File: config.mk
export PLATFORM = sky130hd
export DESIGN_NAME = csr_intr_unit
export DESIGN_NICKNAME = d
export VERILOG_FILES = /design/src/rtl/csr_intr_unit_pkg.sv /design/src/rtl/irq_sync.sv /design/src/rtl/csr_intr_unit.sv
export SDC_FILE = /design/constraint.sdc
export NUM_CORES = 1
export LEC_CHECK = 0
export CORE_MARGIN = 2
export CORE_UTILIZATION = 40
export CTS_BUF_LIST = sky130_fd_sc_hd__clkbuf_4 sky130_fd_sc_hd__clkbuf_8
export DETAILED_ROUTE_END_ITERATION = 7
export HOLD_SLACK_MARGIN = 0.06
export PLACE_DENSITY = 0.88
export SKIP_CTS_REPAIR_TIMING = 1
export SYNTH_ARGS = -nofsm -noshare
export SYNTH_HDL_FRONTEND = slang
export SYNTH_HIERARCHICAL = 1
export SYNTH_SLANG_ARGS = --single-unit
File: constraint.sdc
create_clock -name clk -period 6.8 [get_ports clk]
set_clock_uncertainty 0.1 [all_clocks]
set_input_delay 1.36 -clock clk [delete_from_list [all_inputs] [get_ports clk]]
set_output_delay 1.36 -clock clk [all_outputs]
set_load 0.03 [all_outputs]
File: src/rtl/csr_intr_unit_pkg.sv
// ----------------------------------------------------------------------------
// csr_intr_unit_pkg
// Shared definitions for the machine-mode CSR / interrupt unit and the
// control FSM: CSR addresses, mstatus bit positions, the mcause code loaded
// on external-interrupt entry, and the func3 CSR operation encoding.
// ----------------------------------------------------------------------------
package csr_intr_unit_pkg;

    localparam logic [11:0] CSR_ADDR_MSTATUS = 12'h300;
    localparam logic [11:0] CSR_ADDR_MTVEC   = 12'h305;
    localparam logic [11:0] CSR_ADDR_MEPC    = 12'h341;
    localparam logic [11:0] CSR_ADDR_MCAUSE  = 12'h342;

    localparam int MSTATUS_MIE_BIT  = 3;
    localparam int MSTATUS_MPIE_BIT = 7;

    // Interrupt flag set, code 11 = machine external interrupt
    localparam logic [31:0] MCAUSE_M_EXT_IRQ = 32'h8000_000B;

    typedef enum logic [2:0] {
        CSR_OP_RW = 3'b001,
        CSR_OP_RS = 3'b010,
        CSR_OP_RC = 3'b011
    } csr_op_e;

    function automatic logic csr_op_valid(input logic [2:0] f3);
        return (f3 == CSR_OP_RW) || (f3 == CSR_OP_RS) || (f3 == CSR_OP_RC);
    endfunction

    // Read-modify-write result; an unknown op returns the current value
    function automatic logic [31:0] csr_op_apply(input logic [2:0]  f3,
                                                 input logic [31:0] cur,
                                                 input logic [31:0] opnd);
        logic [31:0] res;
        res = cur;
        case (f3)
            CSR_OP_RW: res = opnd;
            CSR_OP_RS: res = cur | opnd;
            CSR_OP_RC: res = cur & ~opnd;
            default:   res = cur;
        endcase
        return res;
    endfunction

endpackage

File: src/rtl/irq_sync.sv
// ----------------------------------------------------------------------------
// irq_sync
// Brings the asynchronous irq_in into the clk domain through SYNC_STAGES
// flops (legal range 2..4) and flags a synchronized 0->1 transition with one
// extra edge-detect flop.
//   clk      : system clock
//   RST_N    : synchronous active-low reset, clears every flop
//   irq_in   : asynchronous interrupt request
//   irq_rise : one-cycle pulse on a synchronized rising edge
// ----------------------------------------------------------------------------
module irq_sync #(
    parameter int SYNC_STAGES = 2
) (
    input  logic clk,
    input  logic RST_N,
    input  logic irq_in,
    output logic irq_rise
);

    logic [SYNC_STAGES-1:0] sync_p0;
    logic                   edge_p1;

    always_ff @(posedge clk) begin
        if (!RST_N) begin
            sync_p0 <= '0;
            edge_p1 <= 1'b0;
        end else begin
            // stage p0: metastability chain, bit 0 samples the raw input
            sync_p0 <= {sync_p0[SYNC_STAGES-2:0], irq_in};
            // stage p1: previous synchronized level for edge detection
            edge_p1 <= sync_p0[SYNC_STAGES-1];
        end
    end

    assign irq_rise = sync_p0[SYNC_STAGES-1] & ~edge_p1;

endmodule

File: src/rtl/csr_intr_unit.sv
// ----------------------------------------------------------------------------
// csr_intr_unit
// Machine-mode CSR file (mstatus, mtvec, mepc, optional mcause) with a
// single rising-edge external interrupt source.
//
// Optional feature: define CSR_MCAUSE_EN to implement mcause (0x342).
// Without it there are no mcause flops, 0x342 reads 0 and writes are ignored.
//
// Ports
//   clk             : system clock, rising edge
//   RST_N           : synchronous active-low reset
//   irq_in          : asynchronous external interrupt request
//   pc              : PC saved into mepc on interrupt entry
//   csr_addr        : CSR address
//   func3           : CSR op (001 RW, 010 RS, 011 RC)
//   wd              : CSR write operand
//   csr_WE          : CSR write strobe
//   int_taken       : interrupt-entry strobe
//   mret_exec       : MRET strobe
//   intr            : pending interrupt to the control FSM
//   CSR_MSTATUS_MIE : mstatus.MIE
//   rd              : combinational read data at csr_addr
//   mtvec, mepc     : trap vector and exception PC registers
// ----------------------------------------------------------------------------
module csr_intr_unit
    import csr_intr_unit_pkg::*;
#(
    parameter int          SYNC_STAGES = 2,
    parameter logic [31:0] MTVEC_RST   = 32'h0000_0000
) (
    input  logic        clk,
    input  logic        RST_N,
    input  logic        irq_in,
    input  logic [31:0] pc,
    input  logic [11:0] csr_addr,
    input  logic [2:0]  func3,
    input  logic [31:0] wd,
    input  logic        csr_WE,
    input  logic        int_taken,
    input  logic        mret_exec,
    output logic        intr,
    output logic        CSR_MSTATUS_MIE,
    output logic [31:0] rd,
    output logic [31:0] mtvec,
    output logic [31:0] mepc
);

    logic        irq_rise;
    logic        pending;
    logic        mie;
    logic        mpie;
    logic        csr_hit;
    logic        csr_wr;
    logic [31:0] csr_wval;
    logic        trap_entry;
`ifdef CSR_MCAUSE_EN
    logic [31:0] mcause;
`endif

    irq_sync #(
        .SYNC_STAGES (SYNC_STAGES)
    ) u_irq_sync (
        .clk      (clk),
        .RST_N    (RST_N),
        .irq_in   (irq_in),
        .irq_rise (irq_rise)
    );

    // MRET wins over a coincident interrupt entry
    assign trap_entry = int_taken & ~mret_exec;

    always_comb begin
        rd      = '0;
        csr_hit = 1'b0;
        case (csr_addr)
            CSR_ADDR_MSTATUS: begin
                rd[MSTATUS_MIE_BIT]  = mie;
                rd[MSTATUS_MPIE_BIT] = mpie;
                csr_hit              = 1'b1;
            end
            CSR_ADDR_MTVEC: begin
                rd      = mtvec;
                csr_hit = 1'b1;
            end
            CSR_ADDR_MEPC: begin
                rd      = mepc;
                csr_hit = 1'b1;
            end
`ifdef CSR_MCAUSE_EN
            CSR_ADDR_MCAUSE: begin
                rd      = mcause;
                csr_hit = 1'b1;
            end
`endif
            default: ;
        endcase
    end

    // Trap entry / MRET own the cycle; a coincident software write is lost
    assign csr_wval = csr_op_apply(func3, rd, wd);
    assign csr_wr   = csr_WE & ~int_taken & ~mret_exec & csr_hit & csr_op_valid(func3);

    always_ff @(posedge clk) begin
        if (!RST_N) begin
            mie  <= 1'b0;
            mpie <= 1'b0;
        end else if (mret_exec) begin
            mie  <= mpie;
            mpie <= 1'b1;
        end else if (int_taken) begin
            mpie <= mie;
            mie  <= 1'b0;
        end else if (csr_wr && csr_addr == CSR_ADDR_MSTATUS) begin
            mie  <= csr_wval[MSTATUS_MIE_BIT];
            mpie <= csr_wval[MSTATUS_MPIE_BIT];
        end
    end

    always_ff @(posedge clk) begin
        if (!RST_N) begin
            mtvec <= MTVEC_RST;
        end else if (csr_wr && csr_addr == CSR_ADDR_MTVEC) begin
            // direct mode only
            mtvec <= {csr_wval[31:2], 2'b00};
        end
    end

    always_ff @(posedge clk) begin
        if (!RST_N) begin
            mepc <= '0;
        end else if (trap_entry) begin
            mepc <= pc;
        end else if (csr_wr && csr_addr == CSR_ADDR_MEPC) begin
            mepc <= csr_wval;
        end
    end

`ifdef CSR_MCAUSE_EN
    always_ff @(posedge clk) begin
        if (!RST_N) begin
            mcause <= '0;
        end else if (trap_entry) begin
            mcause <= MCAUSE_M_EXT_IRQ;
        end else if (csr_wr && csr_addr == CSR_ADDR_MCAUSE) begin
            mcause <= csr_wval;
        end
    end
`endif

    // A new edge arriving as the old request is acknowledged must not be lost
    always_ff @(posedge clk) begin
        if (!RST_N) begin
            pending <= 1'b0;
        end else if (irq_rise) begin
            pending <= 1'b1;
        end else if (trap_entry) begin
            pending <= 1'b0;
        end
    end

    assign intr            = pending;
    assign CSR_MSTATUS_MIE = mie;

endmodule
==> results.md, run 1 <==
- Post-synth EDFFs: 0
- Sw Share: 0.289
- Mapped cell area: 3860 um^2
- FF+latch area: 1360 um^2
- Total number of vias: 4540
- Initial antenna violation count: 0
- Final hold vios: 0
- H-Tree Level Count: 3
- Worst slew pin tran: 0.974 ns
- Worst setup path class: in -> out
- Most frequent CP cell: clkdlybuf4s50_1
- Mapped Cells: 481
- CP arrival: 4.24 ns
- Critical path required time: 5.34 ns
- Sequential Power Share: 0.474
- Reg clk slew, reported paths: 0.08 ns
- Largest net degree at the start of global routing: 29
- Levels on crit path: 6
- Clock sink count: 68
- FF+latch count, synth: 68
- Clk Latency, worst-skew pair: 0.33 ns
- Final HPWL DP: 10.4 mm
- Clock network fraction of total power: 0.322
- Worst reg2reg path startpoint: CSR_MSTATUS_MIE
- R2R depth: 4
- Worst Path Buf+Inv: 3
- GR Util All Layers: 0.275
- Lkg Pwr: 2.01 nW
- Worst Hold Slack: 0.343 ns
- Max-cap viol count: 0
- TritonCTS clock tree: done
- Starting Density: 0.415
- Initial drt markers: 347
- CP cell instances: clkdlybuf4s50_1 > or4_4 > nor4_4 > buf_4 > and2_1 > clkdlybuf4s50_1
- Die area: 10400 um^2
- Multi-input logic area: 2300 um^2
- Slew Limit Fails: 0
- Synth top area share: 0.353
- DIE WIDTH: 102 um
- Crit path largest cell delay: 0.77 ns
- Combinational Power Share: 0.203
- Area post-placement: 5710 um^2
- Synth Flop Type: dfxtp_1
- Placeable Area: 9280 um^2
- Max Clk Rate: 175 MHz
- Final period utilization: 0.838
- Number of detailed-route iterations in the first pass: 5
- Reg-to-reg slack, setup: 5.37 ns
- Number of global-route vias before repair: 4572
- Switching pwr: 0.255 mW
- Nets: 725
- Hold depth: 1
- Global-route wire length before repair: 22.5 mm
- Worst hold-check path type: reg -> reg
- Antenna viol nets, final: 0
- CP top delay family: simple AND/OR/NAND/NOR gates
- VDD IR max: 0.0000982 V
- Post-synth ARST share: 0
- Average size of a mapped cell: 8.02 um^2
- Fillers: 817
- Hold Path End: u_irq_sync/sync_p0[1]
- Setup tns final: 0 ns
- Critical-path top delay cell: nor4_4
- Clk root buf: clkbuf_8
- Hold Path Origin: u_irq_sync/sync_p0[0]
- Sequential fraction of the synthesis area: 0.353
- Non-filler cells, final: 773
- Largest cells by area after synthesis: dfxtp_1, a22oi_1, nand2_1
- Total Wirelength: 14.7 mm
- Drt via density: 5.87
- Cell Pwr Density: 150 nW/um^2
- Critical R2R Capture: mtvec[3]
- Port-buffer cells: 180
- DRC violations left: 0
- Cell variety after synth: 45
- RSZ-0062 raised after global routing: no
- # placed instances: 758
- Internal power: 0.628 mW
- RePlAce Congestion: 0.889
- Antenna diode count: 0
- Num rows: 35
- CP endpoint kind: output pin
- Drt wl/cell: 19.0 um
- Area Growth Syn to Fin: 52.3%
- Max transition margin: 0.349
- Outcome: completed
- Final WS setup: 1.10 ns
- Final instance area: 5870 um^2
- TritonCTS Buffers: 9
- Crit Path Max Fanout: 15
- Min cycle time layout: 5.70 ns
- Cell taking the most area after synthesis: dfxtp_1
- Setup crit start kind: primary input
- # setup viols final: 0
- Fraction of layout cells with a size suffix above 1: 0.0994
- Clock buffer depth: 2
- Io pins: 183
- Synth Warn #: 6
- Place WS: 1.09 ns
- Die H: 102 um
- Gr ovfl total: 0
cells in the final DEF (no fill, tap or decap), types with 2 or more instances in the layout:
cell	count
nand4_1	2
or2_2	3
or4_4	2
o21ai_1	18
a21oi_2	12
nand2b_1	6
nand3b_1	2
o21a_1	7
clkinv_2	3
nor2_1	20
a22oi_1	40
a21oi_1	39
clkbuf_8	9
a32oi_1	5
nor2b_2	2
dfxtp_1	68
inv_1	4
clkinvlp_4	2
and2_1	23
nand3_1	3
nor2b_1	8
buf_4	9
conb_1	2
a32o_1	17
clkdlybuf4s50_1	180
a22o_1	22
nand2_2	11
o22ai_1	4
nor3_2	2
and3_1	3
nand2_1	56
nor3_4	2
nor3_1	10
o21ai_0	33
cell usage after synthesis (2+ instances only):
library cell and n:
nand2b_1 6, or2_2 3, a21oi_2 11, o21ai_0 33, inv_1 4, buf_2 7, nand3b_1 2, buf_6 5
nor3_2 2, nand2_2 11, a22o_1 22, a32o_1 17, a22oi_1 40, o21ai_1 18, nor2b_1 10, and3_1 3
clkbuf_1 27, a21oi_1 40, nor2_1 21, a32oi_1 5, and2_1 23, nor3_4 2, nand3_1 3, o21a_1 7
nor3_1 10, dfxtp_1 68, o22ai_1 4, or4_4 2, nand4_1 2, nand2_1 56, nor4_2 2, buf_4 2
area by class of cell:
type                            instances  share of cell area
Multi-Input combinational cell        367               0.392
Timing Repair Buffer                  189               0.318
Sequential cell                        68               0.232
Tap cell                              129              0.0275
Clock buffer                           10              0.0224
Clock inverter                          5             0.00511
Inverter                                5             0.00320
flip-flops by register name, indices dropped and copies added, names as in the netlist:
| name | flops |
|---|---|
| u_irq_sync/edge_p1 | 1 |
| mepc | 32 |
| mtvec | 30 |
| CSR_MSTATUS_MIE | 1 |
| mpie | 1 |
| u_irq_sync/sync_p0 | 2 |
| intr | 1 |
cells by family after synthesis:
family	count (synthesis)	synth area share
other	1	0.000972
flip-flops	68	0.353
buffers and inverters	47	0.0597
AND/OR/NAND/NOR	165	0.234
AO/OA/AOI/OAI	200	0.353
stage by stage:
stage | power (mW) | util
3_3_place_gp | 0.600 | 0.615
2_1_floorplan | 0.507 | -
5_1_grt | 0.917 | 0.633
6_report | 0.882 | 0.633
4_1_cts | 0.884 | 0.633
3_5_place_dp | 0.604 | 0.615
how the worst max path moves through the flow:
stage,start,end
3_5_place_dp,csr_addr[5],rd[4]
5_1_grt,csr_addr[5],rd[4]
3_3_place_gp,csr_addr[5],rd[15]
2_1_floorplan,csr_addr[5],rd[16]
4_1_cts,csr_addr[5],rd[4]
6_report,csr_addr[5],rd[4]
layer usage:
layer / up-vias / GRT usage / routed length [um] / share of wire
met5: - / 0 / 0 / 0
met4: 0 / 0.141 / 522 / 0.035
met3: 44 / 0.0424 / 1010 / 0.069
met2: 268 / 0.474 / 7450 / 0.51
met1: 2143 / 0.332 / 5740 / 0.39
li1: 2085 / - / - / -
power by group through the flow:
stage | combinational (mW) | sequential [mW] | clock, mW
after detailed placement | 0.176 | 0.427 | 0
after global routing | 0.190 | 0.420 | 0.307
after CTS | 0.177 | 0.418 | 0.288
after floorplan | 0.0613 | 0.446 | 0
after global placement | 0.173 | 0.427 | 0
final | 0.179 | 0.419 | 0.284
(Power assumes the default switching activity.)
==> run 2: changes to the inputs <==
- clock period: 6.8 -> 6 ns (I/O delays scaled with it)
==> run 2 against run 1 <==
Compared with the run above:
- combinational power rose by 15%
- via count up 1.0%
- global-route usage is 0.074 points lower
- highest routed layer unchanged
- largest cell class unchanged
- flip-flop and latch count stayed put
- die area stayed put
- critical path depth unchanged
==> results.md, run 2 (synthesis results as in run 1) <==
- Setup crit start kind: primary input
- Antenna diode count: 0
- Combinational Power Share: 0.191
- Critical-path top delay cell: clkdlybuf4s50_1
- Number of detailed-route iterations in the first pass: 5
- Worst Path Buf+Inv: 3
- Drt wl/cell: 19.3 um
- Die area: 10400 um^2
- Final period utilization: 0.851
- Switching pwr: 0.302 mW
- Setup tns final: 0 ns
- Area Growth Syn to Fin: 53.8%
- Most frequent cells in the layout: clkdlybuf4s50_1, dfxtp_1, nand2_1
- Min cycle time layout: 5.10 ns
- Clk root buf: clkbuf_8
- Worst Hold Slack: 0.381 ns
- Sw Share: 0.280
- # setup viols final: 0
- Num rows: 35
- VDD IR max: 0.000127 V
- Largest regs: mepc: 32 flops, mtvec: 30 flops, u_irq_sync/sync_p0: 2 flops
- Max transition margin: 0.368
- Io pins: 183
- RSZ-0062 raised after global routing: no
- Crit Path Max Fanout: 40
- Critical path required time: 4.70 ns
- CP cell instances: clkdlybuf4s50_1 > or4_4 > nor4_4 > buf_4 > a32o_1 > clkdlybuf4s50_1
- R2R depth: 4
- Setup crit end: rd[3]
- Hold depth: 1
- Crit path from: csr_addr[5]
- DIE WIDTH: 102 um
- H-Tree Level Count: 3
- RePlAce Congestion: 0.881
- CP endpoint kind: output pin
- Non-filler cells, final: 775
- Clock sink count: 68
- Initial drt markers: 329
- Total Wirelength: 15.0 mm
- Final HPWL DP: 10.3 mm
- Largest net degree at the start of global routing: 41
- Antenna viol nets, final: 0
- Outcome: completed
- Final hold vios: 0
- # placed instances: 759
- Total number of vias: 4586
- Reg-to-reg slack, setup: 4.51 ns
- CP top delay family: buffers and inverters
- Reg clk slew, reported paths: 0.08 ns
- Fraction of layout cells with a size suffix above 1: 0.102
- Internal power: 0.777 mW
- Slew Limit Fails: 0
- Gr ovfl total: 0
- Worst setup path class: in -> out
- Hold Path Origin: u_irq_sync/sync_p0[0]
- Fillers: 783
- Max-cap viol count: 0
- Critical R2R Capture: mtvec[3]
- GR Util All Layers: 0.274
- TritonCTS Buffers: 9
- Clock buffer depth: 2
- Starting Density: 0.415
- Worst slew pin tran: 0.944 ns
- DRC violations left: 0
- Clock network fraction of total power: 0.369
- TritonCTS clock tree: done
- CP arrival: 3.80 ns
- Max reg flops: 32
- Max Clk Rate: 196 MHz
- Global-route wire length before repair: 22.6 mm
- Number of global-route vias before repair: 4516
- Worst hold-check path type: reg -> reg
- Biggest register: mepc
- Sequential Power Share: 0.440
- Nets: 726
- Commonest non-fill, non-tap cell in the layout: clkdlybuf4s50_1
- Worst reg2reg path startpoint: CSR_MSTATUS_MIE
- Die H: 102 um
- Cell Pwr Density: 182 nW/um^2
- Crit path largest cell delay: 0.70 ns
- Total power draw: 1.08 mW
- Levels on crit path: 6
- Lkg Pwr: 2.04 nW
- Initial antenna violation count: 0
- Most frequent CP cell: clkdlybuf4s50_1
- Placeable Area: 9280 um^2
- Port-buffer cells: 180
- Utilization after layout: 0.639
- Clk Latency, worst-skew pair: 0.33 ns
- Drt via density: 5.92
run 2: cell types whose count changed in the layout (fill, tap and decap cells not counted):
cell / delta
clkbuf_8: +2
bufinv_16: +1
clkinv_2: -2
clkbuf_4: -1
buf_4: +1
inv_6: +1
run 2: final cells by class:
type / instances / area [um^2] / share of cell area
clock inverter: 5 / 58.8 / 0.00992
sequential: 68 / 1360 / 0.230
clock buffer: 11 / 151 / 0.0255
tap: 129 / 161 / 0.0272
multi-input combinational: 367 / 2300 / 0.388
inverter: 5 / 18.8 / 0.00317
timing repair buffer: 190 / 1880 / 0.317
run 2: power groups by stage:
| stage | Combinational (mW) | Sequential (mW) | Clock, mW |
|---|---|---|---|
| 2_1_floorplan | 0.0694 | 0.505 | 0 |
| 3_3_place_gp | 0.198 | 0.484 | 0 |
| 3_5_place_dp | 0.201 | 0.485 | 0 |
| 4_1_cts | 0.202 | 0.474 | 0.404 |
| 5_1_grt | 0.217 | 0.476 | 0.429 |
| 6_report | 0.206 | 0.475 | 0.399 |
run 2: worst min path at each step:
| stage | endpoint | slack [ns] |
|---|---|---|
| after floorplan | u_irq_sync/sync_p0[1] | 0.31 |
| after global placement | u_irq_sync/sync_p0[1] | 0.32 |
| after detailed placement | u_irq_sync/edge_p1 | 0.36 |
| after CTS | mtvec[10] | 0.38 |
| after global routing | u_irq_sync/sync_p0[1] | 0.39 |
| final | u_irq_sync/sync_p0[1] | 0.38 |
run 2: worst reg2reg max path, stage by stage, from the launching register on:
cell and delay, ns:
dfxtp_1 0.34, a22o_1 0.23, a22o_1 0.24, a22oi_1 0.28, a21oi_1 0.13
run 2: routing by layer:
metal  GRT usage  part of all wire  up-vias
li1            -                 -     2085
met1       0.345              0.39     2170
met2       0.470              0.50      292
met3      0.0534             0.097       39
met4      0.0944             0.021        0
met5           0                 0        -
run 2: metrics by stage:
step / setup slack [ns] / cell area, um^2
3_5_place_dp: 0.928 / 5720
3_3_place_gp: 0.943 / 5720
2_1_floorplan: 1.68 / 3860
5_1_grt: 0.796 / 5930
4_1_cts: 0.922 / 5930
6_report: 0.896 / 5930
